[config.mk]
export PLATFORM = sky130hd
export DESIGN_NAME = up_counter
export DESIGN_NICKNAME = d
export VERILOG_FILES = /design/src/rtl/up_counter_tcell.sv /design/src/rtl/up_counter.sv
export SDC_FILE = /design/constraint.sdc
export NUM_CORES = 1
export LEC_CHECK = 0
export ABC_AREA = 1
export ABC_CLOCK_PERIOD_IN_PS = 900
export CAP_MARGIN = 20
export CORE_AREA = 2 2 39 41
export CTS_CLUSTER_DIAMETER = 120
export DETAILED_ROUTE_END_ITERATION = 10
export DIE_AREA = 0 0 41 43
export GPL_TIMING_DRIVEN = 0
export HOLD_SLACK_MARGIN = 0.06
export SYNTH_ARGS = -nofsm -noshare
export SYNTH_HDL_FRONTEND = slang
export SYNTH_HIERARCHICAL = 1
export SYNTH_SLANG_ARGS = --single-unit
[constraint.sdc]
create_clock -name clk -period 0.9 [get_ports clk]
set_input_delay 0.135 -clock clk [delete_from_list [all_inputs] [get_ports clk]]
set_output_delay 0.135 -clock clk [all_outputs]
set_load 0.02 [all_outputs]
[src/rtl/up_counter_tcell.sv]
// Synchronous T flip-flop: one bit of the up counter.
//
// Ports:
//   t    toggle enable; when high at a rising clk edge the stored bit inverts
//   clk  clock; all updates on its rising edge
//   rst  synchronous active-low reset (0 = clear), sampled on rising clk
//   q    stored bit, driven straight from the register
module up_counter_tcell (
  input  logic t,
  input  logic clk,
  input  logic rst,
  output logic q
);

  logic q_q;

  // Reset takes priority over toggling; no asynchronous path.
  always_ff @(posedge clk) begin
    if (!rst) begin
      q_q <= 1'b0;
    end else if (t) begin
      q_q <= ~q_q;
    end
  end

  assign q = q_q;

endmodule

[src/rtl/up_counter.sv]
// Free-running n-bit synchronous binary up counter, wrapping modulo 2**n.
//
// Built from n T flip-flop cells sharing one clock. Bit i toggles when all
// lower bits are 1, which yields q+1 with the carry-out discarded.
//
// Parameters:
//   n    counter width in bits, 1..32
// Ports:
//   clk  clock; the count advances on every rising edge
//   rst  synchronous active-low reset (0 = clear to zero), sampled on rising clk
//   q    current count, driven directly from the cell registers
module up_counter #(
  parameter int unsigned n = 4
) (
  input  logic         clk,
  input  logic         rst,
  output logic [n-1:0] q
);

  logic [n-1:0] t;

  // AND carry chain: t[0] = 1, t[i] = t[i-1] & q[i-1]. A running carry is used
  // so the block never reads back its own output vector.
  always_comb begin
    logic carry;
    t     = '0;
    carry = 1'b1;
    for (int unsigned i = 0; i < n; i++) begin
      t[i]  = carry;
      carry = carry & q[i];
    end
  end

  for (genvar i = 0; i < n; i++) begin : g_cell
    up_counter_tcell u_cell (
      .t   (t[i]),
      .clk (clk),
      .rst (rst),
      .q   (q[i])
    );
  end

endmodule

# After elaboration in Yosys (flattened, before gate mapping)
# Index checks and enable logic that the tools add are counted.
word_totals:
  regBits: 4
  latch_bits: 0
  mem_bits_rw: 0
  romBits: 0
  inputBits: 2
  out_inout_bits: 4
  elab_cells: 10
  mem_count: 0
classes:
  n_addsub: 0
  multipliers: 0
  div_mod_pow: 0
  n_lt_le_gt_ge: 0
  n_eq_ne: 0
  shift: 0
  muxes: 0
  n_bitwise: 6
  n_reduce_logical: 0
ops:
  columns: ["op", "count"]
  rows:
  - ["$not 1->1", 4]
  - ["$and 1x1->1", 2]

# Logic depth before layout (Yosys ltp)
# Gate-level depths: netlist (run 1).
depth:
  word_depth: 2
  ltp_mapped: 5
  mapped_depth_nobuf: 5

# Cells and area by module
# The synthesis (run 1) kept the hierarchy.
by_module_without_submodules:
  columns: ["mod", "n_inst", "cells_per_inst", "area_each_um2", "seq_area_each_um2"]
  rows:
  - ["up_counter_tcell", 4, 5, 35.0, 20.0]
  - ["up_counter", 1, 6, 28.8, 0.0]

# Least setup slack after synthesis (run 1)
# No wires, ideal clock.
synth_path:
  kind: "register to register"
  from: "register g_cell[1].u_cell.q_q"
  to: "register g_cell[3].u_cell.q_q"
  setup_ns: 0.113
  t_arrival_ns: 0.806
  required_ns: 0.787
  setup_slack_ns: -0.018
  stages_incl_launch_ff: 6
  n_path_buf: 0
  period_less_slack_ns: 0.918
  cell_sequence: "dfxtp_1 -> nand2_1 -> nor2_2 -> nand2_1 -> nand2_1 -> nor2_1"
synth_between:
  elab_chain_len: 2
synth_lines:
  columns: ["item", "line_no", "rtl"]
  rows:
  - ["start, declared", "up_counter_tcell.sv:15", "logic q_q;"]
  - ["start signal, assigned", "up_counter_tcell.sv:22", "q_q <= ~q_q;"]
  - ["$and 1x1->1 (2 in a row)", "up_counter.sv:30", "carry = carry & q[i];"]
  - ["named net t[3]", "up_counter.sv:20", "logic [n-1:0] t;"]
  - ["end signal, assigned", "up_counter_tcell.sv:22", null]
  - ["end, declared", "up_counter_tcell.sv:15", null]
# The timed path passes the listed nets, and every way through them passes these cells.
# A chain may end at the register's enable or synchronous reset.

# Final worst setup path (run 1)
layout_path:
  from: "register g_cell[0].u_cell.q_q"
  to: "output q[0]"
layout_lines:
  columns: ["item", "line_no", "rtl"]
  rows:
  - ["start, declared", "up_counter_tcell.sv:15", null]
  - ["start signal, assigned", "up_counter_tcell.sv:22", null]
  - ["end, declared", "up_counter.sv:17", "output logic [n-1:0] q"]
# No word-level cell between the ends.

==> results of run 1 <==
==> routing by layer <==
layer | part of all wire, % | track usage (%) | up-vias
met4 | 0 | 8.00 | 0
met2 | 45 | 5.94 | 5
met3 | 11 | 3.14 | 0
met5 | 0 | 0 | -
met1 | 44 | 4.81 | 69
li1 | - | - | 92
==> path summary, 6_finish.rpt <==
check | start | endpoint | slack [ns] | cells after the start
setup / recovery | g_cell[0].u_cell/q$_SDFFE_PN0P_ | q[0] | -0.03 | 2
hold / removal | g_cell[3].u_cell/q$_SDFFE_PN0P_ | g_cell[3].u_cell/q$_SDFFE_PN0P_ | 0.49 | 2
setup reg to reg | g_cell[0].u_cell/q$_SDFFE_PN0P_ | g_cell[3].u_cell/q$_SDFFE_PN0P_ | 0.03 | 6
hold reg to reg | g_cell[3].u_cell/q$_SDFFE_PN0P_ | g_cell[3].u_cell/q$_SDFFE_PN0P_ | 0.49 | 2
==> cell families (layout without fill, tap and decap cells) <==
kind of cell	Yosys count	after routing	synth area share (%)
other cells	1	2	2.22
flops	4	4	47.4
simple gates	18	18	41.5
buf+inv	3	12	8.89
==> final cells by class <==
| class | count | share of cell area (%) |
|---|---|---|
| Buffer | 1 | 3.96 |
| Clock buffer | 3 | 7.93 |
| Inverter | 2 | 2.64 |
| Multi-Input combinational cell | 20 | 28.2 |
| Sequential cell | 4 | 30.8 |
| Tap cell | 16 | 7.05 |
| Timing Repair Buffer | 6 | 19.4 |
==> through the flow <==
step           area (sq um)  setup WS [ns]  hold WS, ns
3_3_place_gp            244         -0.334        0.483
5_1_grt                 284        -0.0521        0.519
6_report                284        -0.0317        0.492
3_5_place_dp            244         -0.357        0.501
2_1_floorplan           174        0.00353        0.248
4_1_cts                 270        -0.0389        0.502
==> cell usage after synthesis <==
library cell and n:
nor2_2 1, dfxtp_1 4, conb_1 1, inv_1 2, nor2_1 8, nand2_1 9
buf_4 1
==> layout by cell type, fill, tap and decap left out <==
| cell type | count |
|---|---|
| nor2_1 | 8 |
| nand2_1 | 8 |
| buf_6 | 3 |
| clkbuf_4 | 3 |
| dfxtp_2 | 3 |
| buf_4 | 3 |
| inv_1 | 2 |
| conb_1 | 2 |
| nand2_2 | 1 |
| nor2_2 | 1 |
| dfxtp_4 | 1 |
| clkdlybuf4s50_1 | 1 |
==> power groups by stage <==
stage	Sequential (uW)	Clock (uW)	Combinational, uW
6_report	199	230	77.3
3_3_place_gp	202	0	62.4
3_5_place_dp	203	0	65.1
4_1_cts	197	240	72.2
2_1_floorplan	209	0	28.9
5_1_grt	200	253	82.1
==> worst reg2reg max path, stage by stage, from the launching register on <==
cell     delay (ns)
dfxtp_4        0.35
buf_6          0.11
nand2_2        0.06
nor2_2         0.11
nand2_1        0.05
nand2_1        0.05
nor2_1         0.04
==> what timing repair did <==
| item | in CTS | in global routing |
|---|---|---|
| endpoints found under the hold margin | 0 | 0 |
| hold buffers | 0 | 0 |
| gates resized for setup | 22 | 6 |
| setup buffers | 1 | 0 |
| endpoints found under the setup margin | 4 | 5 |
| pin swaps | 0 | 2 |
==> impl_metrics.ini, run 1 <==
[run_status]
status = finished with violations
violations = negative setup slack

[floorplan]
die_h_um = 43
fp-row-count = 14
io_pins = 6
die_x_um = 41
core_area_sq_um = 1380
initial_core_util_pct = 12.2
dieArea_sq_um = 1760

[worst_setup_path]
cp-end-kind = primary output
slowest_stage = dfxtp_4
critical-path-max-stage-delay_ns = 0.34
critPathKind = reg2out
critical-path-top-delay-family = flip-flops
critPathRequiredTime_ns = 0.76
cp-start-kind = flop
worst-path-buf-inv = 2
crit_top_cell = buf_6
crit_path_cell_trace = buf_6, buf_6
path_max_fanout = 2
arrival_ns = 0.80

[pwr]
power_uw = 506
powerDensity_nw_per_um2 = 1780
p_leak_uw = 0.000136
p_clk_share_pct = 45.4
p_seq_share_pct = 39.3
comb_power_share_pct = 15.3
p_int_uw = 379
peakVddDrop_mv = 0.408
swShare_pct = 25.2
p_sw_uw = 127

[cells_and_area]
layout.nets = 40
drive_gt1_share_pct = 41.7
area_growth_pct = 68.1
n_antenna_cell = 0
layoutNonFillerInstCount = 52
n_fill_cell = 154
multi_input_area_sq_um = 80.1
seq_area_sq_um = 87.6
largest_reg_flops = 4
utilization_pct = 20.5

[detailed_routing]
first_iter_violations = 0
first_pass_iters = 1
routed_wl_um = 377
viasPerCell = 3.19
ant_nets = 0
wire_per_inst_um = 7.25
vias = 166
drc = 0

[global_routing]
antenna_found_initial = 0
grt_util_all_layers_pct = 5.22
grt_pass1_vias = 142
grt_pass1_wl_um = 524
grt_max_degree = 6
grt_overflow = 0

[synthesis]
ys_types = 7
netlist_top_cells_area = dfxtp_1 (47%), nand2_1 (20%), nor2_1 (18%)
avgSynthCellArea_sq_um = 6.50
ys_seq_area_share_pct = 47.4
yosysWarnings = 6
ys_seq_elements = 4
synth_area_leader_cell = dfxtp_1
netlist.area_leader.share_pct = 47.4
netlist_area_sq_um = 169
syn_inst = 26

[clocking]
clk_pin_slew_ns = 0.04
cts.sinks = 4
numCtsBuffers = 3
cts-root-buf = clkbuf_4
cts_tree = yes
clkLatencyLatePin_ns = 0.24
clock_path_buffers = 2
htreeDepth = 1

[run]
cap_violations = 0

[sta]
hold_viol = 0
max_freq_mhz = 1070
slew_viol_final = 0
fin_setup_tns_ns = -0.0317
setup_viol_count_final = 1
period_share_pct = 104
skew_ns = 0.00311
setup_ws_ns = -0.0317
rsz0062_at_grt = true
fin_crit_ns = 0.932

[place]
dp_cells = 48
port-buffer-count = 5
gp_congestion = 0.651

[min_path]
hp-class = reg2reg
(Power assumes the default switching activity.)
==> run 2, diff against run 1 <==
- CAP_MARGIN: 20 -> unset
- SYNTH_HIERARCHICAL: 1 -> unset
==> impl_metrics.ini, run 2 <==
[synthesis]
ys_seq_elements = 4
synth_area_leader_cell = dfxtp_1
ys_types = 7
syn_inst = 23
synth.most_common_cell = nor2_1
avgSynthCellArea_sq_um = 7.56
synthTopCellsByCount = nor2_1 (6), buf_4 (4), dfxtp_1 (4), nand2_1 (4), inv_1 (3)
yosysWarnings = 0
syn-num-nets = 25
netlist.area_leader.share_pct = 46.0
netlist_top_cells_area = dfxtp_1 (46%), buf_4 (17%), nor2_1 (13%)
synth_ff_type = dfxtp_1
ys_seq_area_share_pct = 46.0
synth_edf_count = 0
synthArstFlopShare_pct = 0
netlist_area_sq_um = 174

[place]
port-buffer-count = 5
pre_cts_slack_ns = -0.333
gp_congestion = 0.628

[worst_setup_path]
cp-start-kind = flop
critical-path-max-stage-delay_ns = 0.33
arrival_ns = 0.68
critPathKind = reg2out
worst-path-buf-inv = 1
reg2reg_depth = 5
crit_path_cell_trace = buf_6
cp-end-kind = primary output
critical-path-top-delay-family = flip-flops
slowest_stage = dfxtp_2
path_max_fanout = 2
r2r-start = g_cell[0].u_cell.q$_SDFF_PN0_
r2r_setup_slack_ns = 0.11
rr_endpoint = g_cell[3].u_cell.q$_SDFFE_PN0P_
critPathRequiredTime_ns = 0.76

[floorplan]
dieArea_sq_um = 1760
core_area_sq_um = 1380
io_pins = 6
die_x_um = 41
fp-row-count = 14
initial_core_util_pct = 12.6
die_h_um = 43

[sta]
setup_viol_count_final = 0
skew_ns = 0.00473
hold_viol = 0
rsz0062_at_grt = false
max_freq_mhz = 1230
tightest_slew_ns = 0.159
fin_crit_ns = 0.811
slew_viol_final = 0
hold_ws_ns = 0.530
relSlewSlack_pct = 89.3
period_share_pct = 90.1
setup_ws_ns = 0.0890

[clocking]
cts.sinks = 4
cts-root-buf = clkbuf_4
clk_pin_slew_ns = 0.03
clock_path_buffers = 2
htreeDepth = 1
cts_hold_buf = 0
numCtsBuffers = 3
cts_tree = yes
clkLatencyLatePin_ns = 0.24

[min_path]
min_path_cells = 3
holdPathEnd = g_cell[0].u_cell.q$_SDFF_PN0_
hp-start = rst
hp-class = in2reg

[global_routing]
grt_max_degree = 5
grt_util_all_layers_pct = 5.72
grt_overflow = 0
antenna_found_initial = 0
grt_pass1_wl_um = 524
grt_pass1_vias = 139

[detailed_routing]
first_pass_iters = 3
viasPerCell = 3.41
drc = 0
vias = 157
wire_per_inst_um = 7.26
ant_nets = 0
routed_wl_um = 334
first_iter_violations = 3

[cells_and_area]
area_growth_pct = 54.7
n_fill_cell = 163
largest_reg_flops = 4
final_cell_mix = nor2_1 (6), nand2_1 (4), dfxtp_2 (4), buf_6 (4)
n_antenna_cell = 0
final_common_cell = nor2_1
drive_gt1_share_pct = 50.0
layout.nets = 34

[run_status]
status = completed

[pwr]
peakVddDrop_mv = 0.400
power_uw = 490
powerDensity_nw_per_um2 = 1820
p_leak_uw = 0.000134

[run]
cap_violations = 0
-- run 2: cell count changes in the layout (fill, tap and decap cells not counted) --
cell	delta
nand2_1	-4
conb_1	-2
nor2_1	-2
buf_6	+1
dfxtp_2	+1
dfxtp_4	-1
inv_1	+1
nand2_2	-1
nand3_2	+1
nor2_2	-1
o21ai_0	+1
-- run 2: cell families (layout without fill, tap and decap cells) --
group,after synthesis,count (layout),share of synthesized area (%)
AO/OA/AOI/OAI,1,1,2.87
buffers and inverters,7,14,23.7
AND/OR/NAND/NOR,11,11,27.3
flip-flops,4,4,46.0
-- run 2: area by class of cell --
cell class | instances | area, sq um | area share, %
clock buffer | 3 | 22.5 | 8.37
inverter | 3 | 11.3 | 4.19
multi-input combinational | 12 | 52.6 | 19.5
sequential | 4 | 85.1 | 31.6
tap | 16 | 20.0 | 7.44
timing repair buffer | 8 | 77.6 | 28.8
-- run 2: through the flow --
| stage | area (sq um) | setup TNS, ns | std cells | util, % |
|---|---|---|---|---|
| finish | 269 | 0 | 46 | 19.4 |
| global route | 269 | 0 | 46 | 19.4 |
| CTS | 269 | 0 | 46 | 19.4 |
| detailed placement | 244 | -1.15 | 44 | 17.6 |
| global placement | 244 | -1.14 | 44 | 17.6 |
| floorplan | 174 | 0 | 23 | - |
-- run 2: worst max-delay path by stage --
stage / startpoint / endpoint / slack [ns] / cells after the start
after floorplan: g_cell[0].u_cell.q$_SDFF_PN0_ / g_cell[3].u_cell.q$_SDFFE_PN0P_ / 0.20 / 3
after global placement: g_cell[0].u_cell.q$_SDFF_PN0_ / q[0] / -0.33 / 2
after detailed placement: g_cell[0].u_cell.q$_SDFF_PN0_ / q[0] / -0.33 / 2
after CTS: g_cell[0].u_cell.q$_SDFF_PN0_ / q[0] / 0.07 / 1
after global routing: g_cell[0].u_cell.q$_SDFF_PN0_ / g_cell[3].u_cell.q$_SDFFE_PN0P_ / 0.03 / 5
final: g_cell[0].u_cell.q$_SDFF_PN0_ / q[0] / 0.09 / 1
-- run 2: timing repair --
action / in CTS / in global routing
setup endpoints to repair: 4 / 0
buffers inserted: 3 / 0
hold endpoints to repair: 0 / 0
resized for setup: 28 / 0
-- run 2: tightest hold or removal path: stages --
cell and delay (ns):
clkdlybuf4s50_1 0.48, inv_1 0.08, nor2_1 0.03
-- run 2: layer usage --
metal	vias to the layer above	share of wire [%]	global-route usage (%)	wire length, um
li1	79	-	-	-
met1	69	42	4.18	140
met2	7	46	6.25	155
met3	2	9.3	7.85	31
met4	0	1.8	6.00	6
met5	-	0	0	0
-- run 2: power by group --
part	leakage [uW]	switching [uW]	internal, uW
logic	0.0000861	31.8	37.3
registers	0.0000343	6.72	190
clock network	0.0000138	75.2	149
